--- config.mk ---
export PLATFORM = sky130hd
export DESIGN_NAME = sum_serial_tx_flat
export DESIGN_NICKNAME = d
export VERILOG_FILES = /design/src/rtl/sum_serial_tx_pkg.sv /design/src/rtl/sum_serial_tx_if.sv /design/src/rtl/sum_serial_tx_bit_timer.sv /design/src/rtl/sum_serial_tx.sv /design/src/flat_wrapper.sv
export SDC_FILE = /design/constraint.sdc
export NUM_CORES = 1
export LEC_CHECK = 0
export CELL_PAD_IN_SITES_DETAIL_PLACEMENT = 0
export CELL_PAD_IN_SITES_GLOBAL_PLACEMENT = 1
export CORE_AREA = 5 5 71 73
export DETAILED_ROUTE_END_ITERATION = 10
export DIE_AREA = 0 0 76 78
export PLACE_DENSITY_LB_ADDON = 0.1
export SLEW_MARGIN = 20
export SYNTH_ARGS = -nofsm -noshare
export SYNTH_HDL_FRONTEND = slang
export SYNTH_SLANG_ARGS = --single-unit
--- constraint.sdc ---
create_clock -name clk -period 1.9 [get_ports clk]
set_input_delay 0.38 -clock clk [delete_from_list [all_inputs] [get_ports clk]]
set_output_delay 0.38 -clock clk [all_outputs]
set_load 0.02 [all_outputs]
--- src/rtl/sum_serial_tx_pkg.sv ---
// -----------------------------------------------------------------------------
// sum_tx_pkg
// Shared types and helpers for the sum_serial_tx transmitter.
//   tx_state_e    : frame FSM states (IDLE, START, DATA, PARITY, STOP)
//   frame_cycles  : enabled clock cycles in one frame, start bit through stop bit
//   bit_idx_width : width of the data-bit index that counts 0..WIDTH
//   BIT_IDX_W     : bit-index width for the default 8-bit operand width
// -----------------------------------------------------------------------------
package sum_tx_pkg;

  typedef enum logic [2:0] {
    IDLE   = 3'd0,
    START  = 3'd1,
    DATA   = 3'd2,
    PARITY = 3'd3,
    STOP   = 3'd4
  } tx_state_e;

  localparam int DEF_WIDTH        = 8;
  localparam int DEF_CLKS_PER_BIT = 4;
  localparam int BIT_IDX_W        = $clog2(DEF_WIDTH + 1);

  // A frame holds one start bit, WIDTH+1 data bits, one parity bit and one stop bit.
  function automatic int frame_cycles(input int width, input int clks_per_bit);
    return (width + 4) * clks_per_bit;
  endfunction

  // The data index must be able to hold the value WIDTH, which is the carry bit.
  function automatic int bit_idx_width(input int width);
    return (width < 1) ? 1 : $clog2(width + 1);
  endfunction

endpackage

--- src/rtl/sum_serial_tx_if.sv ---
// -----------------------------------------------------------------------------
// sum_serial_tx_if
// Request/serial-line bundle of the sum transmitter.
//   ena     : clock enable; low freezes the transmitter
//   op_a    : operand A, sampled when a start is accepted
//   op_b    : operand B, sampled when a start is accepted
//   start   : request one frame
//   ready   : transmitter idle; a start is accepted only while high
//   tx_out  : serial line, idles high
//   tx_busy : a frame is in flight
//   done    : one-cycle pulse when a frame completes
// The master modport drives the request side. The slave modport is the
// transmitter.
// -----------------------------------------------------------------------------
interface sum_serial_tx_if #(
  parameter int WIDTH = 8
);

  logic             ena;
  logic [WIDTH-1:0] op_a;
  logic [WIDTH-1:0] op_b;
  logic             start;
  logic             ready;
  logic             tx_out;
  logic             tx_busy;
  logic             done;

  modport master (
    output ena, op_a, op_b, start,
    input  ready, tx_out, tx_busy, done
  );

  modport slave (
    input  ena, op_a, op_b, start,
    output ready, tx_out, tx_busy, done
  );

endinterface

--- src/rtl/sum_serial_tx_bit_timer.sv ---
// -----------------------------------------------------------------------------
// sum_tx_bit_timer
// Serial bit timer. It counts enabled cycles 0..CLKS_PER_BIT-1 and flags the
// terminal count.
//   clk   : system clock
//   rst_n : asynchronous active-low reset
//   ena   : clock enable; the count holds while low
//   clear : restart the count at 0 (frame acceptance)
//   tick  : high in the enabled cycle that ends a serial bit
// -----------------------------------------------------------------------------
module sum_tx_bit_timer #(
  parameter int CLKS_PER_BIT = 4
) (
  input  logic clk,
  input  logic rst_n,
  input  logic ena,
  input  logic clear,
  output logic tick
);

  // A one-cycle bit still needs a 1-bit counter. It stays at 0, so every enabled cycle ticks.
  localparam int              CNT_W = (CLKS_PER_BIT > 1) ? $clog2(CLKS_PER_BIT) : 1;
  localparam logic [CNT_W-1:0] LAST = CNT_W'(CLKS_PER_BIT - 1);

  logic [CNT_W-1:0] r_cnt;

  // A clear has priority over the tick. A clear arrives only in IDLE, where ticks are ignored.
  assign tick = ena & ~clear & (r_cnt == LAST);

  // Cycle counter: restart on clear or at terminal count, hold while disabled
  always_ff @(posedge clk or negedge rst_n) begin
    if (!rst_n) begin
      r_cnt <= {CNT_W{1'b0}};
    end else if (ena) begin
      if (clear || (r_cnt == LAST)) begin
        r_cnt <= {CNT_W{1'b0}};
      end else begin
        r_cnt <= r_cnt + CNT_W'(1);
      end
    end else begin
      r_cnt <= r_cnt;
    end
  end

endmodule

--- src/rtl/sum_serial_tx.sv ---
// -----------------------------------------------------------------------------
// sum_serial_tx
// Captures two operands on start and forms their (WIDTH+1)-bit sum, including
// the carry. It sends the sum LSB-first as a UART-style frame: a start bit (0),
// WIDTH+1 data bits, an even-parity bit and a stop bit (1). Each bit lasts
// CLKS_PER_BIT enabled cycles.
//   clk   : system clock
//   rst_n : asynchronous active-low reset; the line returns high at once
//   bus   : sum_serial_tx_if slave (ena, op_a, op_b, start -> ready, tx_out,
//           tx_busy, done); every output comes straight from a flop
// -----------------------------------------------------------------------------
module sum_serial_tx
  import sum_tx_pkg::*;
#(
  parameter int WIDTH        = DEF_WIDTH,
  parameter int CLKS_PER_BIT = DEF_CLKS_PER_BIT
) (
  input  logic           clk,
  input  logic           rst_n,
  sum_serial_tx_if.slave bus
);

  localparam int IDX_W = bit_idx_width(WIDTH);

  // Even parity: the appended bit makes the total count of ones even.
  function automatic logic even_parity(input logic [WIDTH:0] v);
    return ^v;
  endfunction

  tx_state_e        r_state, w_state_nxt;
  logic [WIDTH:0]   r_shreg, w_shreg_nxt;
  logic             r_par, w_par_nxt;
  logic [IDX_W-1:0] r_idx, w_idx_nxt;
  logic             r_tx, w_tx_nxt;
  logic             r_ready, w_ready_nxt;
  logic             r_busy, w_busy_nxt;
  logic             r_done, w_done_nxt;

  logic [WIDTH:0]   w_sum;
  logic             w_accept;
  logic             w_tick;

  // Zero-extend both operands so the carry lands in bit WIDTH.
  assign w_sum    = {1'b0, bus.op_a} + {1'b0, bus.op_b};
  assign w_accept = bus.ena & bus.start & (r_state == IDLE);

  sum_tx_bit_timer #(
    .CLKS_PER_BIT (CLKS_PER_BIT)
  ) u_bit_timer (
    .clk   (clk),
    .rst_n (rst_n),
    .ena   (bus.ena),
    .clear (w_accept),
    .tick  (w_tick)
  );

  // Next-state and next-output logic. Every registered output is computed one
  // cycle ahead, so each line level changes on the same edge as its state.
  always_comb begin
    w_state_nxt = r_state;
    w_shreg_nxt = r_shreg;
    w_par_nxt   = r_par;
    w_idx_nxt   = r_idx;
    w_tx_nxt    = r_tx;
    w_ready_nxt = r_ready;
    w_busy_nxt  = r_busy;
    w_done_nxt  = r_done;

    if (bus.ena) begin
      case (r_state)
        IDLE: begin
          w_done_nxt = 1'b0;
          if (w_accept) begin
            w_state_nxt = START;
            w_shreg_nxt = w_sum;
            w_par_nxt   = even_parity(w_sum);
            w_idx_nxt   = {IDX_W{1'b0}};
            w_tx_nxt    = 1'b0;
            w_ready_nxt = 1'b0;
            w_busy_nxt  = 1'b1;
          end else begin
            w_tx_nxt    = 1'b1;
            w_ready_nxt = 1'b1;
            w_busy_nxt  = 1'b0;
          end
        end

        START: begin
          if (w_tick) begin
            // Bit 0 goes onto the line now. The register shifts so bit 1 is next at [0].
            w_state_nxt = DATA;
            w_tx_nxt    = r_shreg[0];
            w_shreg_nxt = {1'b0, r_shreg[WIDTH:1]};
          end else begin
            w_tx_nxt    = 1'b0;
          end
        end

        DATA: begin
          if (w_tick) begin
            if (r_idx == IDX_W'(WIDTH)) begin
              w_state_nxt = PARITY;
              w_tx_nxt    = r_par;
            end else begin
              w_idx_nxt   = r_idx + IDX_W'(1);
              w_tx_nxt    = r_shreg[0];
              w_shreg_nxt = {1'b0, r_shreg[WIDTH:1]};
            end
          end else begin
            w_tx_nxt    = r_tx;
          end
        end

        PARITY: begin
          if (w_tick) begin
            w_state_nxt = STOP;
            w_tx_nxt    = 1'b1;
          end else begin
            w_tx_nxt    = r_par;
          end
        end

        STOP: begin
          if (w_tick) begin
            // The done cycle is also a normal IDLE cycle, so a back-to-back start is accepted in it.
            w_state_nxt = IDLE;
            w_done_nxt  = 1'b1;
            w_ready_nxt = 1'b1;
            w_busy_nxt  = 1'b0;
          end else begin
            w_tx_nxt    = 1'b1;
          end
        end

        default: begin
          w_state_nxt = IDLE;
          w_tx_nxt    = 1'b1;
          w_ready_nxt = 1'b1;
          w_busy_nxt  = 1'b0;
          w_done_nxt  = 1'b0;
        end
      endcase
    end else begin
      // Disabled cycle: every register keeps the value it was given by default.
      w_state_nxt = r_state;
    end
  end

  // State, datapath and output registers. Reset forces the line idle-high at once.
  always_ff @(posedge clk or negedge rst_n) begin
    if (!rst_n) begin
      r_state <= IDLE;
      r_shreg <= {(WIDTH+1){1'b0}};
      r_par   <= 1'b0;
      r_idx   <= {IDX_W{1'b0}};
      r_tx    <= 1'b1;
      r_ready <= 1'b1;
      r_busy  <= 1'b0;
      r_done  <= 1'b0;
    end else begin
      r_state <= w_state_nxt;
      r_shreg <= w_shreg_nxt;
      r_par   <= w_par_nxt;
      r_idx   <= w_idx_nxt;
      r_tx    <= w_tx_nxt;
      r_ready <= w_ready_nxt;
      r_busy  <= w_busy_nxt;
      r_done  <= w_done_nxt;
    end
  end

  assign bus.tx_out  = r_tx;
  assign bus.ready   = r_ready;
  assign bus.tx_busy = r_busy;
  assign bus.done    = r_done;

endmodule

--- src/flat_wrapper.sv ---
// flat-port wrapper written by rule: the top's interface ports become plain ports
module sum_serial_tx_flat import sum_tx_pkg::*;
#(
  parameter int WIDTH        = DEF_WIDTH,
  parameter int CLKS_PER_BIT = DEF_CLKS_PER_BIT
)
  (clk, rst_n, bus_ena, bus_op_a, bus_op_b, bus_start, bus_ready, bus_tx_out, bus_tx_busy, bus_done);
  sum_serial_tx_if #(.WIDTH(WIDTH)) bus_i ();
  input  logic clk;
  input  logic rst_n;
  input wire logic [$bits(bus_i.ena)-1:0] bus_ena;
  input wire logic [$bits(bus_i.op_a)-1:0] bus_op_a;
  input wire logic [$bits(bus_i.op_b)-1:0] bus_op_b;
  input wire logic [$bits(bus_i.start)-1:0] bus_start;
  output wire logic [$bits(bus_i.ready)-1:0] bus_ready;
  output wire logic [$bits(bus_i.tx_out)-1:0] bus_tx_out;
  output wire logic [$bits(bus_i.tx_busy)-1:0] bus_tx_busy;
  output wire logic [$bits(bus_i.done)-1:0] bus_done;
  assign bus_i.ena = bus_ena;
  assign bus_i.op_a = bus_op_a;
  assign bus_i.op_b = bus_op_b;
  assign bus_i.start = bus_start;
  assign bus_ready = bus_i.ready;
  assign bus_tx_out = bus_i.tx_out;
  assign bus_tx_busy = bus_i.tx_busy;
  assign bus_done = bus_i.done;
  sum_serial_tx #(.WIDTH(WIDTH), .CLKS_PER_BIT(CLKS_PER_BIT)) u_core (.clk(clk), .rst_n(rst_n), .bus(bus_i));
endmodule
==> results of run 1 <==
## metrics by stage
step	power (mW)	setup WS [ns]
2_1_floorplan	1.72	-0.539
3_3_place_gp	2.15	-1.14
3_5_place_dp	2.19	-1.19
4_1_cts	2.55	-0.512
5_1_grt	2.85	-0.492
6_report	2.62	-0.409
## what timing repair did
action,in CTS,in global routing
setup endpoints to repair,6,11
buffers inserted,5,7
pin swaps,19,17
gates resized for setup,42,27
## power by group through the flow
| stage | Clock [mW] | Combinational, mW | Sequential, mW |
|---|---|---|---|
| 3_3_place_gp | 0 | 1.33 | 0.821 |
| 5_1_grt | 0.343 | 1.66 | 0.847 |
| 2_1_floorplan | 0 | 0.920 | 0.802 |
| 6_report | 0.304 | 1.49 | 0.821 |
| 4_1_cts | 0.314 | 1.41 | 0.821 |
| 3_5_place_dp | 0 | 1.36 | 0.833 |
## path summary, 6_finish.rpt
| path | slack, ns | startpoint | cells past startpoint | endpoint |
|---|---|---|---|---|
| setup / recovery | -0.41 | bus_op_b[0] | 10 | u_core.r_par |
| setup reg to reg | 0.15 | u_core.r_idx[0] | 9 | u_core.r_shreg[7] |
| hold reg to reg | 0.48 | u_core.r_shreg[8] | 2 | u_core.r_shreg[8] |
| min in group clk | 0.48 | u_core.r_shreg[8] | 2 | u_core.r_shreg[8] |
| hold / removal | 0.46 | rst_n | 2 | u_core.r_idx[2] |
| max in group asynchronous | 1.14 | rst_n | 2 | u_core.bus.ready |
## registers in the layout (all words and copies together), names as in the netlist
register / cells
u_core.r_state: 3
u_core.bus.tx_busy: 1
u_core.r_idx: 4
u_core.bus.tx_out: 1
u_core.u_bit_timer.r_cnt: 2
u_core.bus.done: 1
u_core.r_shreg: 9
u_core.r_par: 1
u_core.bus.ready: 1
## final cells by class
cell class / instances / area (um^2) / share of cell area
clock buffer: 4 / 45.0 / 0.0178
timing repair buffer: 70 / 572 / 0.226
multi-input combinational: 149 / 1220 / 0.481
inverter: 15 / 56.3 / 0.0222
tap: 52 / 65.1 / 0.0257
sequential: 23 / 578 / 0.228
## cell families after synthesis
family,after synthesis,share of synthesized area
buffers and inverters,23,0.0513
adder cells (fa/ha/maj),12,0.0936
AND/OR/NAND/NOR,58,0.160
XOR/XNOR,13,0.0847
flip-flops,23,0.343
AO/OA/AOI/OAI,57,0.210
multiplexers,9,0.0579
## layer usage
metal | part of all wire | track usage | vias to the layer above | routed length, um
met2 | 0.53 | 0.259 | 29 | 2190
met5 | 0 | 0 | - | 0
met3 | 0.029 | 0.0174 | 9 | 119
met1 | 0.42 | 0.159 | 770 | 1750
met4 | 0.019 | 0.0694 | 0 | 78
li1 | - | - | 820 | -
## cells in the final DEF (no fill, tap or decap), drive strengths merged, types with 2 or more instances in the layout
master,synthesis,routed
a21o,3,3
a21oi,17,17
buf,0,51
clkbuf,8,8
clkdlybuf4s15,0,2
clkdlybuf4s50,0,13
dfrtp,21,21
dfstp,2,2
ha,11,11
inv,15,15
mux2,3,3
mux2i,6,6
nand2,21,21
nand3,3,3
nand4,2,2
nor2,15,15
nor2b,2,2
nor3,7,7
o21ai,22,22
o311ai,2,2
o32ai,2,2
or2,2,2
or3,2,2
xnor2,6,6
xnor3,2,2
xor2,5,5
## worst reg2reg max path: stages (launching register included)
cell and delay [ns]:
dfrtp_1 0.37, inv_1 0.08, ha_1 0.22, nand3b_1 0.11, nand2_1 0.09, o32ai_2 0.20, nand2_1 0.19, buf_4 0.18
a21oi_1 0.15, a21oi_1 0.05
==> results by group, run 1 <==
Power
  – Switching power: 0.995 mW
  – Peak VDD IR: approximately 0.00036 V
  – Pleak: 1.15 nW
  – Pwr per Cell Area: 1030 nW/um^2
  – Clk pwr share: 0.116
  – Sw Share: 0.380
  – Register share of total power: 0.314
  – Internal power consumption: 1.62 mW
  – Combinational power share: 0.570

Route
  – DRC viols: 0
  – Via density: 5.20
  – DR WL/cell: 13.2 um
  – Routed Antenna Nets: 0
  – Via count: 1628
  – Total wire length: approximately 4100 um
  – Detailed Route Iter0 Violations: 90
  – Initial DRT Pass Iterations: 4

Synth
  – Synth Instances: between 150 and 200
  – Yosys cell types: 42
  – Post-synth EDFFs: 0
  – Post-synthesis cell area: between 1500 and 2000 um^2
  – Async set or reset register ratio after synthesis: 1.00
  – Primary FF master, synth: dfrtp_1
  – Most frequent cell after synthesis: o21ai_0
  – Syn_nets: 227
  – Post-synth top cells: o21ai_0, dfrtp_1, nand2_1
  – Syn avg cell area: 8.64 um^2
  – Top-area cell type share of the netlist area: 0.312
  – Top post-synthesis cells by area: dfrtp_1, ha_1, o21ai_0
  – Register bit total from synthesis: 23
  – Area leader, netlist: dfrtp_1
  – Seq/Total Area, Yosys: 0.343
  – Syn. warnings: 0

Critical path
  – Endpoint class of the critical path: flip-flop
  – Crit-path most repeated cell: xnor2_1
  – Crit path kind: in2reg
  – CP arrival: 2.46 ns
  – CP max-delay cell: fa_2
  – Buf/Inv on CP: 2
  – Crit Path Max Fanout: 2
  – Startpoint Class: input pin
  – Worst endpoint required time: between 2 and 2.5 ns
  – Slowest stage delay, CP: between 0.4 and 0.5 ns
  – Worst-path cell chain: buf_6, ha_4, inv_2, fa_2, xor2_2, xnor2_1, xnor2_1, xnor3_2, xor2_1, mux2_4
  – Critical path's top delay family: XOR/XNOR gates

Run
  – Max cap viols: 0

Clock network
  – Clock-pin slew on the worst setup and hold paths: 0.08 ns
  – Number of H-tree levels: 1
  – Worst-case clock buffer depth: 2
  – Clock latency at the later pin of the worst-skew pair: 0.27 ns
  – CTS Hold Buffers Added: 0
  – Clock net sink count: 23
  – Inserted Clock Buffers: 3
  – CTS tree: built
  – Clock Tree Root: clkbuf_8

Finish
  – Finished Layout Cells: approximately 310
  – Final core utilization: 0.590
  – Layout cells sized above 1: 0.345
  – Synth-to-Final Area Change: 50.5%
  – Antenna diodes: 0
  – Final #Nets: 294
  – Number of filler cells placed in the layout: around 370
  – Design Area, Final: about 2500 um^2

Placed design
  – DPL Wire Length: between 2000 and 3000 um
  – Buffers on Ports: 23
  – GP Congestion: 0.857
  – Placed cell areas: 2230 um^2
  – Post-Place Cells: 297

STA
  – RSZ-0062 raised after global routing: yes
  – Final period utilization: 1.22
  – Tmin final: around 2.3 ns
  – Hold slack: 0.464 ns
  – Worst rel slew slack: 0.722
  – Setup tns final: -0.462 ns
  – Pins Over Slew Limit: 0
  – Final WS setup: -0.409 ns
  – Skew final: 0.00524 ns
  – Worst Tran Pin Value: 0.412 ns
  – Achievable clock frequency: 0.433 GHz
  – Final Hold Viols: 0
  – Setup-failing EPs final: 2

Floorplan
  – Die H: 78 um
  – Die width: 76 um
  – Cell Rows: 24
  – Core area: 4290 um^2
  – Effective utilization at floorplan: 0.392
  – Ports: 24
  – Die area: 5930 um^2

Global route
  – First-pass GRT wire length: roughly 7000 um
  – GRT Overall Usage: 0.141
  – Global route overflow: 0
  – Initial antenna violation count: 0
  – Largest net degree at the start of global routing: 24
  – Number of global-route vias before repair: roughly 1700

Worst hold path
  – Hold WC Path Type: in2async

Outcome
  – Status: finished with violations
  – Failing checks: negative setup slack
Note: power is estimated with default switching activity, not from simulation.
==> inputs of run 2 (changes only) <==
--- a/config.mk
+++ b/config.mk
@@ -10,6 +10,7 @@
 export CORE_AREA = 5 5 71 73
 export DETAILED_ROUTE_END_ITERATION = 10
 export DIE_AREA = 0 0 76 78
+export GPL_TIMING_DRIVEN = 0
 export PLACE_DENSITY_LB_ADDON = 0.1
 export SLEW_MARGIN = 20
 export SYNTH_ARGS = -nofsm -noshare
==> run 2 against run 1 <==
Against the previous run:
- the run still ends with negative setup slack left
- fmax shrank 0.65%
- die area unchanged
- flip-flop and latch count did not move
- cell area fell by 10%
- via count fell by 3.7%
- combinational power shrank 9%
- cell count is 8.0% lower
- power fell by 5.6%
- sequential power down 3.2%
- sequential share of layout area is 2.6 points higher
- core utilization shrank 6.0 points
- critical path type unchanged
- critical endpoint unchanged
- highest routed layer unchanged
==> results by group, run 2 (synthesized netlist as in run 1, its figures left out) <==
Finish
  – Number of flip-flops under the largest register name: 9 (unchanged)
  – Antenna diodes: 0 (unchanged)
  – Synth-to-Final Area Change: 35.2% (was 50.5%)
  – Biggest regs: u_core.r_shreg (9), u_core.r_idx (4), u_core.r_state (3) (unchanged)
  – Layout cells sized above 1: 0.267 (was 0.345)
  – Most common cell after layout, fill and taps aside: dfrtp_1 (was buf_4)
  – Commonest cells after routing, fill and taps aside: dfrtp_1, nand2_1, o21ai_0 (was buf_4, dfrtp_1, nand2_1)
  – Biggest register: u_core.r_shreg (unchanged)
  – Final #Nets: 269 (was 294)

Clock network
  – Clock net sink count: 23 (unchanged)
  – Inserted Clock Buffers: 3 (unchanged)
  – Clock latency at the later pin of the worst-skew pair: 0.27 ns (about the same)
  – Clock-pin slew on the worst setup and hold paths: 0.09 ns (was 0.08 ns)
  – Clock Tree Root: clkbuf_8 (unchanged)
  – Number of H-tree levels: 1 (unchanged)
  – CTS tree: built (unchanged)
  – Worst-case clock buffer depth: 2 (unchanged)
  – CTS Hold Buffers Added: 0 (unchanged)

Route
  – DRC viols: 0 (unchanged)
  – Via count: 1567 (was 1628)
  – Total wire length: 4110 um (was 4140 um)
  – Detailed Route Iter0 Violations: 60 (was 90)
  – Routed Antenna Nets: 0 (unchanged)
  – Initial DRT Pass Iterations: 4 (unchanged)
  – Via density: 5.44 (was 5.20)
  – DR WL/cell: 14.3 um (was 13.2 um)

Power
  – Combinational power share: 0.549 (was 0.570)
  – Switching power: 0.992 mW (was 0.995 mW)
  – Pleak: 1.00 nW (was 1.15 nW)
  – Total power: 2.47 mW (was 2.62 mW)
  – Pwr per Cell Area: 1080 nW/um^2 (was 1030 nW/um^2)
  – Internal power consumption: 1.48 mW (was 1.62 mW)
  – Peak VDD IR: 0.000387 V (was 0.000362 V)
  – Clk pwr share: 0.128 (was 0.116)
  – Sw Share: 0.402 (was 0.380)
  – Register share of total power: 0.322 (was 0.314)

Outcome
  – Status: finished with violations (unchanged)
  – Failing checks: negative setup slack (unchanged)

Critical path
  – Crit path kind: in2reg (unchanged)
  – Startpoint Class: input pin (unchanged)
  – CP arrival: 2.49 ns (was 2.46 ns)
  – Endpoint class of the critical path: flip-flop (unchanged)
  – Worst endpoint required time: 2.07 ns (was 2.05 ns)
  – Crit Path Max Fanout: 2 (unchanged)

Worst hold path
  – Hold WC Path Type: in2async (unchanged)

STA
  – Pins Over Slew Limit: 0 (unchanged)
  – Worst Tran Pin Value: 0.776 ns (was 0.412 ns)
  – Tmin final: 2.32 ns (was 2.31 ns)
  – Final period utilization: 1.22 (about the same)
  – Achievable clock frequency: 0.430 GHz (was 0.433 GHz)
  – Final Hold Viols: 0 (unchanged)
  – Worst rel slew slack: 0.481 (was 0.722)
  – Setup-failing EPs final: 2 (unchanged)
  – Final WS setup: -0.424 ns (was -0.409 ns)
  – Skew final: 0.00953 ns (was 0.00524 ns)
  – RSZ-0062 raised after global routing: yes (unchanged)

Global route
  – Number of global-route vias before repair: 1565 (was 1655)
  – First-pass GRT wire length: 6740 um (was 6980 um)
  – Largest net degree at the start of global routing: 24 (unchanged)
  – Initial antenna violation count: 0 (unchanged)
  – GRT Overall Usage: 0.134 (was 0.141)
  – Global route overflow: 0 (unchanged)

Run
  – Max cap viols: 0 (unchanged)

Floorplan
  – Die H: 78 um (unchanged)
  – Core area: 4290 um^2 (unchanged)
  – Die width: 76 um (unchanged)
  – Effective utilization at floorplan: 0.392 (unchanged)
  – Cell Rows: 24 (unchanged)
  – Die area: 5930 um^2 (unchanged)
  – Ports: 24 (unchanged)

Placed design
  – DPL Wire Length: 2910 um (was 2980 um)
  – Setup WS pre-CTS: -1.22 ns (was -1.19 ns)
  – GP Congestion: 0.828 (was 0.857)
  – Buffers on Ports: 23 (unchanged)
run 2: changes by cell type in the layout (fill, tap and decap cells not counted), moves of 3 or more:
cell | before | now
ha_2 | 0 | 3
clkbuf_2 | 4 | 7
buf_4 | 46 | 13
buf_2 | 0 | 4
clkbuf_1 | 1 | 4
run 2: worst paths after layout:
| path | cells past startpoint | startpoint | slack (ns) | endpoint |
|---|---|---|---|---|
| setup / recovery | 10 | bus_op_a[1] | -0.42 | u_core.r_par |
| hold / removal | 1 | rst_n | 0.07 | u_core.r_state[1] |
| setup reg to reg | 5 | u_core.r_state[0] | -0.02 | u_core.r_shreg[0] |
| hold reg to reg | 2 | u_core.r_shreg[8] | 0.49 | u_core.r_shreg[8] |
| max in group asynchronous | 1 | rst_n | 1.46 | u_core.r_shreg[3] |
| min in group clk | 2 | u_core.r_shreg[8] | 0.49 | u_core.r_shreg[8] |
run 2: metrics by stage:
step / std cells / util / cell area, um^2 / hold slack, ns / setup TNS [ns]
after CTS: 286 / 0.513 / 2200 / 0.496 / -0.487
after detailed placement: 270 / 0.466 / 2000 / 0.477 / -5.59
after global routing: 288 / 0.530 / 2280 / 0.136 / -1.42
after global placement: 270 / 0.466 / 2000 / 0.467 / -5.38
after floorplan: 195 / - / 1710 / 0.0844 / -0.539
final: 288 / 0.530 / 2280 / 0.0747 / -0.446
run 2: metal layers:
layer  global-route usage  vias up  share of wire
met5                    0        -              0
met4               0.0623        0          0.017
met3               0.0162        8          0.037
met2                0.249       38           0.53
met1                0.151      743           0.42
li1                     -      778              -
run 2: cell type report:
cell class / count / area (um^2)
fillers: 392 / 2020
inverters: 15 / 56.3
plain buffers: 8 / 36.3
flip-flops and latches: 23 / 578
clock buffers: 4 / 45.0
well taps: 52 / 65.1
multi-input cells: 149 / 1180
repair buffers: 37 / 315
run 2: what timing repair did:
| item | in CTS | in global routing |
|---|---|---|
| cloned | 0 | 0 |
| pin swaps | 21 | 14 |
| hold endpoints to repair | 0 | 0 |
| gates resized for setup | 43 | 30 |
| endpoints found under the setup margin | 13 | 13 |
| buffers inserted | 12 | 2 |
run 2: worst max-delay path, cell delays in order:
cell,delay (ns)
buf_6,0.10
ha_4,0.22
a21o_1,0.18
and4_4,0.16
buf_6,0.12
nor3_4,0.21
xnor3_1,0.34
xnor3_2,0.39
xor2_1,0.15
mux2_4,0.25
run 2: power groups by stage:
stage / clock (mW) / sequential [mW] / combinational [mW]
after global placement: 0 / 0.795 / 1.21
final: 0.317 / 0.795 / 1.36
after detailed placement: 0 / 0.806 / 1.23
after CTS: 0.318 / 0.796 / 1.31
after floorplan: 0 / 0.802 / 0.920
after global routing: 0.330 / 0.822 / 1.51
